### src/rtl/traffic_light_ctrl.sv
// Two-approach intersection controller: A/B green-yellow-allred cycle,
// pedestrian green cut, flashing-yellow night mode, binary and BCD
// countdown. A single clock domain with an internal tick enable.
module traffic_light_ctrl #(
  parameter int unsigned F_CLK     = 50000000,
  parameter int unsigned TICK_HZ   = 1,
  parameter int unsigned T_GREEN_A = 30,
  parameter int unsigned T_GREEN_B = 20,
  parameter int unsigned T_YELLOW  = 5,
  parameter int unsigned T_ALLRED  = 2,
  parameter int unsigned T_PED_CUT = 5
) (
  input  logic       clk,
  input  logic       rst_n,
  input  logic       ped_req,
  input  logic       night_mode,
  output logic [2:0] led_a,
  output logic [2:0] led_b,
  output logic [2:0] phase,
  output logic [6:0] remain,
  output logic [3:0] bcd_tens,
  output logic [3:0] bcd_ones,
  output logic       tick,
  output logic       ped_ack
);

  localparam int unsigned DIV = F_CLK / TICK_HZ;
  localparam int unsigned DW  = $clog2(DIV);

  // Active-low lamp codes: [0] red, [1] yellow, [2] green
  localparam logic [2:0] LAMP_RED = 3'b110;
  localparam logic [2:0] LAMP_YEL = 3'b101;
  localparam logic [2:0] LAMP_GRN = 3'b011;
  localparam logic [2:0] LAMP_OFF = 3'b111;

  typedef enum logic [2:0] {
    A_GREEN  = 3'd0,
    A_YELLOW = 3'd1,
    AR1      = 3'd2,
    B_GREEN  = 3'd3,
    B_YELLOW = 3'd4,
    AR2      = 3'd5,
    NIGHT    = 3'd6
  } phase_t;

  logic [DW-1:0] div_cnt;
  phase_t        state, nxt_state;
  logic [6:0]    rem, nxt_rem;
  logic          ped_pending, nxt_pending;
  logic          nxt_ack;
  logic          yel_on, nxt_yel;
  logic [2:0]    nxt_led_a, nxt_led_b;
  logic          is_green, cut;

  function automatic phase_t next_phase(input phase_t p);
    case (p)
      A_GREEN:  next_phase = A_YELLOW;
      A_YELLOW: next_phase = AR1;
      AR1:      next_phase = B_GREEN;
      B_GREEN:  next_phase = B_YELLOW;
      B_YELLOW: next_phase = AR2;
      default:  next_phase = A_GREEN;
    endcase
  endfunction

  function automatic logic [6:0] duration(input phase_t p);
    case (p)
      A_GREEN:            duration = 7'(T_GREEN_A);
      B_GREEN:            duration = 7'(T_GREEN_B);
      A_YELLOW, B_YELLOW: duration = 7'(T_YELLOW);
      AR1, AR2:           duration = 7'(T_ALLRED);
      default:            duration = '0;
    endcase
  endfunction

  assign tick = (div_cnt == DW'(DIV - 1));

  // Free-running tick divider, 0..DIV-1
  always_ff @(posedge clk) begin
    if (!rst_n)    div_cnt <= '0;
    else if (tick) div_cnt <= '0;
    else           div_cnt <= div_cnt + 1'b1;
  end

  // Next phase/countdown/pedestrian state; night beats cut, cut beats tick
  always_comb begin
    nxt_state   = state;
    nxt_rem     = rem;
    nxt_pending = ped_pending;
    nxt_ack     = 1'b0;
    nxt_yel     = yel_on;
    is_green    = (state == A_GREEN) || (state == B_GREEN);
    cut         = is_green && ped_pending && (rem > 7'(T_PED_CUT));

    if (tick && night_mode && (state != NIGHT)) begin
      nxt_state = NIGHT;
      nxt_rem   = '0;
      nxt_yel   = 1'b1;
    end else if (tick && (state == NIGHT)) begin
      if (!night_mode) begin
        nxt_state = AR2;
        nxt_rem   = 7'(T_ALLRED);
      end else begin
        nxt_yel = ~yel_on;
      end
    end else if (cut) begin
      nxt_rem     = 7'(T_PED_CUT);
      nxt_ack     = 1'b1;
      nxt_pending = 1'b0;
    end else if (tick) begin
      if (rem == 7'd1) begin
        nxt_state = next_phase(state);
        nxt_rem   = duration(next_phase(state));
      end else begin
        nxt_rem = rem - 7'd1;
      end
    end

    if (ped_req && (state != NIGHT)) nxt_pending = 1'b1;

    // Entering a yellow or night drops any request, including one this cycle
    if ((nxt_state != state) &&
        ((nxt_state == A_YELLOW) || (nxt_state == B_YELLOW) || (nxt_state == NIGHT)))
      nxt_pending = 1'b0;
  end

  // Lamp codes decoded from the next state so they move with phase
  always_comb begin
    nxt_led_a = LAMP_RED;
    nxt_led_b = LAMP_RED;
    case (nxt_state)
      A_GREEN:  nxt_led_a = LAMP_GRN;
      A_YELLOW: nxt_led_a = LAMP_YEL;
      B_GREEN:  nxt_led_b = LAMP_GRN;
      B_YELLOW: nxt_led_b = LAMP_YEL;
      NIGHT: begin
        nxt_led_a = nxt_yel ? LAMP_YEL : LAMP_OFF;
        nxt_led_b = nxt_yel ? LAMP_YEL : LAMP_OFF;
      end
      default: ;
    endcase
  end

  // Controller state and registered outputs
  always_ff @(posedge clk) begin
    if (!rst_n) begin
      state       <= A_GREEN;
      rem         <= 7'(T_GREEN_A);
      ped_pending <= 1'b0;
      ped_ack     <= 1'b0;
      yel_on      <= 1'b0;
      led_a       <= LAMP_GRN;
      led_b       <= LAMP_RED;
    end else begin
      state       <= nxt_state;
      rem         <= nxt_rem;
      ped_pending <= nxt_pending;
      ped_ack     <= nxt_ack;
      yel_on      <= nxt_yel;
      led_a       <= nxt_led_a;
      led_b       <= nxt_led_b;
    end
  end

  assign phase  = state;
  assign remain = rem;

  // BCD split of the countdown for the display path
  always_comb begin
    bcd_tens = 4'(rem / 7'd10);
    bcd_ones = 4'(rem % 7'd10);
  end

endmodule

### config.mk
export PLATFORM = sky130hd
export DESIGN_NAME = traffic_light_ctrl
export DESIGN_NICKNAME = d
export VERILOG_FILES = /design/src/rtl/traffic_light_ctrl.sv
export SDC_FILE = /design/constraint.sdc
export NUM_CORES = 1
export LEC_CHECK = 0
export ABC_AREA = 0
export BUFFER_PORTS_ARGS = -buffer_cell sky130_fd_sc_hd__buf_2
export CAP_MARGIN = 0
export CORE_ASPECT_RATIO = 0.5
export CORE_MARGIN = 2
export CORE_UTILIZATION = 45
export DETAILED_ROUTE_END_ITERATION = 10
export HOLD_SLACK_MARGIN = 0.02
export PLACE_DENSITY = 0.66
export RECOVER_POWER = 25
export SYNTH_ARGS = -nofsm -noshare
export SYNTH_HDL_FRONTEND = slang
export SYNTH_SLANG_ARGS = --single-unit
### constraint.sdc
create_clock -name clk -period 4.7 [get_ports clk]
set_input_delay 0.705 -clock clk [delete_from_list [all_inputs] [get_ports clk]]
set_output_delay 0.705 -clock clk [all_outputs]
set_load 0.05 [all_outputs]
# [After elaboration in Yosys (flattened, before gate mapping)]
# Index checks and enable logic that the tools add are counted.
[totals] n_memories=0 regBits=45 word_cells=93 ram_bits=0 out_inout_bits=26 latch_bits=0 mem_bits_ro=0
[op_classes] n_reduce_logical=25 shifts=0 mux=30 bitwise=2 n_eq_ne=22 multipliers=0 div_mod_pow=2 n_lt_le_gt_ge=1 addsub=2
[ops] op="$mux W7" count=5
[ops] op="$mux W3" count=11
[ops] op="$add A26 B1 Y26 const B" count=1
[ops] op="$eq A26 B26 Y1 const B" count=1
[ops] op="$pmux W5 S4" count=1
[ops] op="$eq A3 B3 Y1 const B" count=6
[ops] op="$pmux W3 S3" count=2
[ops] op="$eq A3 B2 Y1 const B" count=5
[ops] op="$pmux W3 S5" count=1
[ops] op="$reduce_or A2 Y1" count=5
[ops] op="$eq A3 B1 Y1 const B" count=3
[ops] op="$logic_not A3 Y1" count=3
[ops] op="$mux W1" count=8
[ops] op="$div A7 B4 Y7 const B" count=1
[ops] op="$eq A7 B1 Y1 const B" count=1
[ops] op="$gt A7 B3 Y1 const B" count=1
[ops] op="$logic_and A1 B1 Y1" count=7
[ops] op="$mod A7 B4 Y7 const B" count=1
[ops] op="$sub A7 B1 Y7 const B" count=1
[ops] op="$ne A3 B3 Y1 const B" count=2
[ops] op="$mux W5" count=1
[ops] op="$ne A2 B1 Y1 const B" count=2
[ops] op="$reduce_and A2 Y1" count=2
[ops] op="$reduce_bool A4 Y1" count=1
[ops] op="9 further kinds" count=12

# [Logic depth before layout (Yosys ltp)]
# Gate-level depths: netlist of run 1.
[logic_depth] ltp_word=15 mapped_depth=12 depth_no_buf=10

# [Worst setup path after synthesis of run 1]
# No wires, ideal clock.
[synth_path] path_kind="register -> output" startpoint="register rem[5], in the netlist remain[5]" endpoint="output port bcd_ones[1]" arrival_ns=3.889 t_required_ns=3.995 path_slack_ns=0.106 path_stages_with_launch=12 cell_sequence="dfxtp_1 -> clkbuf_1 -> inv_1 -> ha_1 -> o21a_1 -> xnor2_1 -> o22ai_1 -> nor3_1 -> ha_1 -> o31ai_1 -> a21bo_2 -> xnor2_1"
[synth_via] elab_chain_len=1
[synth_lines] item="start: declaration" line="48" rtl="logic [6:0] rem, nxt_rem;"
[synth_lines] item="start signal: assignment" line="148" rtl="rem <= 7'(T_GREEN_A);"
[synth_lines] item="start signal: assignment" line="156" rtl="rem <= nxt_rem;"
[synth_lines] item="$mod A7 B4 Y7" line="171" rtl="bcd_ones = 4'(rem % 7'd10);"
[synth_lines] item="end: declaration" line="22" rtl="output logic [3:0] bcd_ones,"
# No other way between the ends.

# [Worst setup path in the final report of run 1]
[layout_path] startpoint="register rem[4], in the netlist remain[4]" endpoint="output port bcd_ones[1]"
# Same word-level chain as after synthesis.

==> results of run 1 <==
-- cell usage in the layout, fill, tap and decap left out, types with 6 or more instances in the layout --
master,synthesis,routed
nor2_1,51,51
nand3_1,14,14
ha_1,9,9
buf_2,3,14
nand2_1,24,24
nand4_1,6,6
o21ai_0,17,17
clkbuf_1,14,15
a21oi_1,16,16
xor2_1,17,17
dfxtp_1,45,45
nor2b_1,8,8
inv_1,12,12
nor3_1,6,6
xnor2_1,12,12
-- registers in the layout, indices dropped and copies added (netlist names) --
register,flops
led_b,3
ped_ack,1
yel_on,1
remain,7
phase,3
ped_pending,1
div_cnt,26
led_a,3
-- worst max-delay path by stage --
stage | to | slack [ns] | depth (start not counted)
floorplan | bcd_ones[1] | 0.11 | 11
global placement | bcd_ones[1] | 0.91 | 11
finish | bcd_ones[1] | 0.44 | 11
global route | bcd_ones[1] | 0.20 | 11
CTS | bcd_ones[1] | 0.46 | 11
detailed placement | bcd_ones[1] | 0.76 | 11
-- metrics by stage --
step	util	setup slack, ns	hold WS [ns]	cells	total power [mW]
2_1_floorplan	-	0.106	0.441	357	0.608
3_3_place_gp	0.497	0.906	0.464	454	0.649
3_5_place_dp	0.497	0.763	0.468	454	0.651
4_1_cts	0.528	0.462	0.484	462	1.11
5_1_grt	0.524	0.205	0.505	462	1.14
6_report	0.524	0.438	0.478	462	1.10
-- critical path, cell delays in order (launching register included) --
cell     delay [ns]
dfxtp_1        0.64
inv_1          0.24
ha_1           0.39
and2_1         0.21
or2_1          0.34
o32ai_1        0.43
nor3_1         0.12
ha_1           0.25
o31ai_1        0.08
a21bo_2        0.18
xnor2_1        0.11
buf_2          0.28
-- synthesized netlist by cell type, types with 5 or more instances --
library cell,instances,area share
nand2_1,24,0.031
nand3_1,14,0.024
nand4_1,6,0.013
dfxtp_1,45,0.31
nor2b_1,8,0.017
and3_1,5,0.011
nor2_1,51,0.066
ha_1,9,0.039
clkbuf_1,14,0.018
nor3_1,6,0.010
a21oi_1,16,0.028
inv_1,12,0.016
xnor2_1,12,0.036
o21ai_0,17,0.030
o211ai_1,5,0.013
xor2_1,17,0.052
-- logic make-up after synthesis --
group,after synthesis
simple gates,149
compound gates,86
flops,45
buf+inv,33
xor+xnor,30
fa+ha+maj,10
mux,4
-- per-layer routing --
metal,part of all wire,track usage,vias up,routed length [um]
met1,0.47,0.238,1231,3040
met5,0,0,-,0
met4,0.012,0.0605,0,76
li1,-,-,1317,-
met3,0.033,0.0290,11,209
met2,0.48,0.339,38,3090
-- where the power goes --
group,total (mW),internal [mW],switching [mW],leakage (nW)
logic,0.227,0.0667,0.160,0.728
registers,0.414,0.392,0.0220,0.365
clock network,0.460,0.306,0.154,0.0944
total,1.10,0.765,0.336,1.19
-- final cells by class --
| class | count | area share |
|---|---|---|
| clock inverters | 3 | 0.0214 |
| clock buffers | 5 | 0.0389 |
| repair buffers | 29 | 0.0393 |
| inverters | 13 | 0.0160 |
| well taps | 88 | 0.0342 |
| multi-input cells | 279 | 0.570 |
| flip-flops and latches | 45 | 0.280 |
==> reports/results.tsv, run 1 <==
metric	value	unit
maxSlewHeadroom	0.434	
clkLatencyLatePin	0.29	ns
hp-start	div_cnt[0]	
diodes	0	
synth_edf_count	0	
arrival	3.56	ns
required	3.99	ns
drive_gt1_frac	0.0936	
start_util	0.470	
die_w	117	um
placementRows	20	
overflow	0	
multi_input_area	1830	sq um
synth-simple-area-share	0.270	
synth_top_family_by_area	simple AND/OR/NAND/NOR gates	
ant_nets	0	
synth_area_per_cell	8.07	sq um
h-tree-depth	2	
crit_start	remain[4]	
async_flop_share	0	
leakagePower	1.19	nW
whs_path_depth	1	
clockBufferDepth	2	
portBuffers	29	
drt_wl_total	6410	um
fin_skew	0.00936	ns
via_per_inst	5.62	
dieHeight	60.6	um
grt_pass1_vias	2402	
period_minus_slack	4.26	ns
timing.rr.start	remain[4]	
syn_inst	357	
vias	2597	
routabilityCongestion	0.934	
synth_compound_area_frac	0.216	
worst_setup_path_end_kind	primary output	
wl_per_cell	13.9	um
setup_viol	0	
crit_type	flip-flop to primary output	
ys_seq_area_frac	0.313	
synth_adder_area_share	0.0426	
syn_area	2880	sq um
synth.mux.area_fraction	0.0156	
worst_pin_slew	0.825	ns
firstDrtPassIters	4	
synthDistinctLibCells	70	
n_fill_cell	599	
synthXorXnorAreaFrac	0.0938	
first_iter_violations	187	
grt_antenna_before_repair	0	
regToRegSetupSlack	1.76	ns
ys_warn_count	0	
core	6130	sq um
ys.flop_type	dfxtp_1	
rr_worst_depth	8	
finalCritPeriodShare	0.907	
maxCapViolCount	0	
clk_root_buffer_cell	clkbuf_16	
hold_class	flip-flop to flip-flop	
pwr_density_cell	342	nW/um^2
hold_viol	0	
ys_ff_latch	45	
grt_pass1_wl	10800	um
synthesis.nets	370	
clk_pin_slew	0.06	ns
dp_hpwl	4600	um
slew_viol_final	0	
cts_setup_buffers	0	
final_nets	386	
drc	0	
num_io_pins	30	
status	completed	
stdcell_area	3220	sq um
gr-usage-all-layers	0.189	
cts_sinks	45	
layout.area.seq	901	sq um
area_delta_synth_final	11.6	%
rsz0062_at_grt	no	
worstPathMaxFanout	16	
cts_tree	done	
clock.fmax	235	MHz
grt_start_max_net_pins	26	
dieArea	7100	sq um
vdd_ir_drop_max	0.199	mV
tns	0	ns
cts_hold_buf	0	
dpl_cell_area	3050	sq um
cp-start-kind	flip-flop	
cts_made_buffers	5	
r2r_end	remain[5]	
ctsResizeCount	0	
min_to	div_cnt[0]	
Power figures use the tool's default switching activity.
==> run 2: changes to the inputs <==
Settings changed: GPL_TIMING_DRIVEN set to 0.
==> reports/results.tsv, run 2 (synthesis results as in run 1) <==
metric	value	unit	change
ctsResizeCount	0		unchanged
dpl_cell_area	3130	sq um	+2.6%
ant_nets	0		unchanged
final_nets	404		+4.7%
leakagePower	1.21	nW	+2.0%
hold_viol	0		unchanged
num_io_pins	30		unchanged
required	3.99	ns	about the same
portBuffers	27		-6.9%
status	completed		
fin_total_pwr	1.06	mW	-3.8%
grt_pass1_wl	11400	um	+5.4%
gr-usage-all-layers	0.204		+0.0152
critical_path.most_common_cell	ha_1		
placementRows	20		unchanged
n_fill_cell	593		-1.0%
stdcell_area	3280	sq um	+1.9%
core	6130	sq um	unchanged
dp_hpwl	5060	um	+9.9%
vdd_ir_drop_max	0.147	mV	-26%
first_iter_violations	212		+13%
worstPathMaxFanout	10		-6
routabilityCongestion	0.900		-3.6%
vias	2680		+3.2%
crit_type	flip-flop to primary output		
pwr_density_cell	323	nW/um^2	-5.6%
clock.fmax	236	MHz	+0.63%
dieArea	7100	sq um	unchanged
clk_pin_slew	0.06	ns	about the same
worst_pin_slew	0.599	ns	-0.226 ns
cts_sinks	45		unchanged
cts_made_buffers	5		unchanged
grt_pass1_vias	2454		+2.2%
layout_common_cells	51 x nor2_1, 45 x dfxtp_1, 31 x clkbuf_1		
drc	0		unchanged
arrival	3.53	ns	-0.03 ns
clk_root_buffer_cell	clkbuf_16		
tns	0	ns	unchanged
clockBufferDepth	2		unchanged
slew_viol_final	0		unchanged
cpMaxStageDelayCell	dfxtp_1		
dieHeight	60.6	um	unchanged
start_util	0.470		unchanged
maxSlewHeadroom	0.602		+0.168
area_delta_synth_final	13.8	%	
crit_chain	clkbuf_2 > inv_1 > ha_1 > a21oi_1 > or2_1 > clkbuf_1 > o32ai_1 > nor3_1 > ha_1 > o31ai_1 > a21bo_2 > xnor2_1 > buf_2		
overflow	0		unchanged
final_core_util	0.535		+0.0102
worst_setup_path_end_kind	primary output		
setup_viol	0		unchanged
drive_gt1_frac	0.0944		+0.000805
rsz0062_at_grt	no		
wl_per_cell	14.3	um	+3.1%
h-tree-depth	2		unchanged
stdcell_count	480		+3.9%
grt_start_max_net_pins	14		-46%
fin_skew	0.00225	ns	-0.00711 ns
cts_tree	done		
cp-start-kind	flip-flop		
cts_setup_buffers	0		unchanged
diodes	0		unchanged
largest_reg_flops	26		unchanged
grt_antenna_before_repair	0		unchanged
period_minus_slack	4.23	ns	-0.0268 ns
die_w	117	um	unchanged
final_common_cell	nor2_1		
top_register	div_cnt		
hold_class	flip-flop to flip-flop		
drt_wl_total	6870	um	+7.1%
dp_cells	472		+4.0%
cts_hold_buf	0		unchanged
firstDrtPassIters	4		unchanged
via_per_inst	5.58		-0.67%
finalCritPeriodShare	0.901		-0.00570
clkLatencyLatePin	0.28	ns	about the same
slowest_delay	0.39	ns	-0.25 ns
maxCapViolCount	0		unchanged
## run 2: cell count changes in the layout (fill, tap and decap cells not counted), sizes merged
| cell | change |
|---|---|
| inv | -1 |
| clkbuf | +18 |
| buf | +2 |
| bufinv | -1 |
## run 2: worst paths after layout
| kind | from | endpoint | slack (ns) | cells after the start |
|---|---|---|---|---|
| worst max-delay path | remain[5] | bcd_ones[1] | 0.47 | 13 |
| worst min-delay path | ped_pending | ped_pending | 0.50 | 2 |
| worst max register to register | remain[5] | led_a[1] | 2.00 | 8 |
| worst min register to register | ped_pending | ped_pending | 0.50 | 2 |
## run 2: critical path, delay by kind of cell (launching register included)
family	cells	cell delay [ns]
buffers and inverters	4	0.93
AO/OA/AOI/OAI	4	0.84
adder cells (fa/ha/maj)	2	0.54
AND/OR/NAND/NOR	2	0.42
flip-flops	1	0.39
XOR/XNOR	1	0.14
## run 2: cell type report
type                            instances  area [sq um]  area share
Sequential cell                        45           901       0.275
Buffer                                 20          91.3      0.0279
Clock inverter                          1          30.0     0.00916
Timing Repair Buffer                   27           114      0.0347
Multi-Input combinational cell        279          1840       0.561
Clock buffer                            7           143      0.0435
Tap cell                               88           110      0.0336
Inverter                               13          51.3      0.0156
## run 2: metrics by stage
| stage | hold WS (ns) | setup slack [ns] |
|---|---|---|
| after global placement | 0.463 | 0.739 |
| final | 0.497 | 0.465 |
| after floorplan | 0.441 | 0.106 |
| after global routing | 0.512 | 0.165 |
| after detailed placement | 0.473 | 0.654 |
| after CTS | 0.492 | 0.336 |
## run 2: power by group
| part | internal [mW] | switching, mW | total, mW | leakage (nW) |
|---|---|---|---|---|
| clock network | 0.266 | 0.142 | 0.408 | 0.0841 |
| logic | 0.0719 | 0.176 | 0.248 | 0.762 |
| registers | 0.392 | 0.0112 | 0.403 | 0.365 |
## run 2: routing by layer
metal  wire length (um)  share of wire  GRT usage  vias up
met2               3430           0.50      0.368       52
met5                  0              0          0        -
li1                   -              -          -     1352
met3                285          0.041     0.0440        9
met1               3060           0.44      0.248     1267
met4                 92          0.013     0.0655        0
==> run 3: changes to the inputs <==
Settings changed: ABC_AREA 0 to 1, CORE_UTILIZATION 45 to 40, PLACE_DENSITY 0.66 to 0.6.
==> reports/results.tsv, run 3 <==
metric	value	unit	change
hold_class	flip-flop to flip-flop		
overflow	0		unchanged
core	7320	sq um	+19%
status	completed		
hold_viol	0		unchanged
synthXorXnorAreaFrac	0.0202		-0.0736
routabilityCongestion	0.849		-5.7%
clk_root_buffer_cell	clkbuf_16		
dieArea	8320	sq um	+17%
top_register	div_cnt		
start_util	0.414		-0.0563
final_nets	506		+25%
synth_edf_count	0		unchanged
cts_setup_buffers	0		unchanged
finalCritPeriodShare	0.802		-0.0992
tns	0	ns	unchanged
synth.largest_area_cell	dfxtp_1		
first_iter_violations	212		unchanged
gr-usage-all-layers	0.167		-0.0371
clkLatencyLatePin	0.28	ns	about the same
area_delta_synth_final	12.6	%	
num_io_pins	30		unchanged
clk_pin_slew	0.06	ns	about the same
crit_type	flip-flop to primary output		
synth_adder_area_share	0.0372		-0.00538
async_flop_share	0		unchanged
dp_hpwl	5160	um	+2.1%
period_minus_slack	3.77	ns	-0.466 ns
largest_reg_flops	26		unchanged
drc	0		unchanged
required	3.99	ns	about the same
yosys-top-cells-area	dfxtp_1 30%, nand2_1 14%, inv_1 7.8%, nor2_1 6.3%, nand3_1 5.6%		
vdd_ir_drop_max	0.124	mV	-16%
grt_pass1_vias	2459		+0.20%
dieHeight	65.5	um	+8.2%
clockBufferDepth	2		unchanged
arrival	3.06	ns	-0.47 ns
grt_antenna_before_repair	0		unchanged
wl_per_cell	11.5	um	-20%
portBuffers	28		+3.7%
firstDrtPassIters	4		unchanged
synth-simple-area-share	0.446		+0.177
crit_chain	inv_1 > ha_1 > o21ai_4 > inv_1 > o21ai_1 > nand2_4 > nand2_4 > nand2_2 > nand2_4 > nand2_2 > nand2_1 > inv_1 > ha_1 > nand2_2 > nand2_2 > nand2_2 > nand2_1 > nand2_1 > buf_2		
cts_sinks	45		unchanged
synth_commonest_cells	110 x nand2_1, 63 x inv_1, 51 x nor2_1		
ant_nets	0		unchanged
grt_start_max_net_pins	13		-1
rsz0062_at_grt	no		
fin_skew	0.00574	ns	+0.00349 ns
h-tree-depth	2		unchanged
ys.flop_type	dfxtp_1		
maxCapViolCount	0		unchanged
ys_ff_latch	45		unchanged
slew_viol_final	0		unchanged
ys_seq_area_frac	0.298		-0.0153
cts_made_buffers	5		unchanged
worstPathMaxFanout	7		-3
die_w	127	um	+8.5%
cts_hold_buf	0		unchanged
drt_wl_total	6770	um	-1.5%
worst_setup_path_end_kind	primary output		
cpMaxStageDelayCell	dfxtp_1		
layout_common_cells	110 x nand2_1, 63 x inv_1, 51 x nor2_1		
synth_top_family_by_area	simple AND/OR/NAND/NOR gates		
final_common_cell	nand2_1		
synth.mux.area_fraction	0.00331		-0.0123
critical_path.most_common_cell	nand2_2		
clock.fmax	265	MHz	+12%
drive_gt1_frac	0.150		+0.0557
slowest_delay	0.47	ns	+0.08 ns
ctsResizeCount	0		unchanged
ys_warn_count	0		unchanged
pwr_density_cell	266	nW/um^2	-18%
syn_inst	458		+28%
worst_pin_slew	0.600	ns	+0.000727 ns
dp_cells	582		+23%
synthDistinctLibCells	35		-50%
synth_compound_area_frac	0.101		-0.115
syn_area	3030	sq um	+5.1%
cts_tree	done		
grt_pass1_wl	11300	um	-0.43%
leakagePower	1.49	nW	+23%
vias	2909		+8.5%
maxSlewHeadroom	0.602		about the same
cp-start-kind	flip-flop		
synth_area_per_cell	6.61	sq um	-18%
synthesis.nets	471		+27%
diodes	0		unchanged
stdcell_count	589		+23%
setup_viol	0		unchanged
placementRows	22		+10%
synth_top_area_frac	0.298		-0.0153
via_per_inst	4.94		-12%
yosysMostFrequentCell	nand2_1		
[run 3: critical path, delay by kind of cell (launching register included)]
family / cells / cell delay [ns]
adders and majority gates: 2 / 0.49
DFF: 1 / 0.47
buffers and inverters: 4 / 0.55
and+or+nand+nor: 11 / 0.79
AOI/OAI and AO/OA: 2 / 0.47
[run 3: cell type report]
type                            instances  area, sq um
Fill cell                             789         3910
Buffer                                  6         30.0
Sequential cell                        45          901
Inverter                               68          255
Multi-Input combinational cell        339         1840
Tap cell                               96          120
Timing Repair Buffer                   28          120
Clock buffer                            7          143
[run 3: per-stage QoR]
stage	total power [mW]	utilization	cell area [sq um]	hold WS, ns	setup slack [ns]
floorplan	0.534	-	3030	0.418	0.516
global placement	0.565	0.449	3290	0.434	1.27
detailed placement	0.565	0.449	3290	0.442	1.23
CTS	0.914	0.469	3430	0.457	0.914
global route	0.944	0.466	3410	0.475	0.706
finish	0.906	0.466	3410	0.453	0.931
[run 3: layer usage]
layer,part of all wire,vias to the layer above,GRT usage
met2,0.43,47,0.261
met4,0.0087,0,0.0412
met3,0.042,7,0.0350
met1,0.52,1304,0.235
met5,0,-,0
li1,-,1551,-
[run 3: power breakdown]
part           switching (mW)  internal, mW
clock                   0.141         0.209
combinational           0.117        0.0419
sequential            0.00866         0.388
total                   0.267         0.639
[run 3: kinds of logic (layout without fill, tap and decap cells)]
group | after synthesis | count (layout)
AO/OA/AOI/OAI | 50 | 50
XOR/XNOR | 7 | 7
adder cells (fa/ha/maj) | 9 | 9
buffers and inverters | 74 | 109
flip-flops | 45 | 45
multiplexers | 1 | 1
AND/OR/NAND/NOR | 272 | 272
[run 3: final timing paths]
path | startpoint | endpoint | slack (ns) | cells past startpoint
worst max-delay path | remain[4] | bcd_ones[1] | 0.93 | 19
worst min-delay path | div_cnt[0] | div_cnt[0] | 0.45 | 1
worst max register to register | div_cnt[0] | remain[4] | 2.46 | 14
worst min register to register | div_cnt[0] | div_cnt[0] | 0.45 | 1
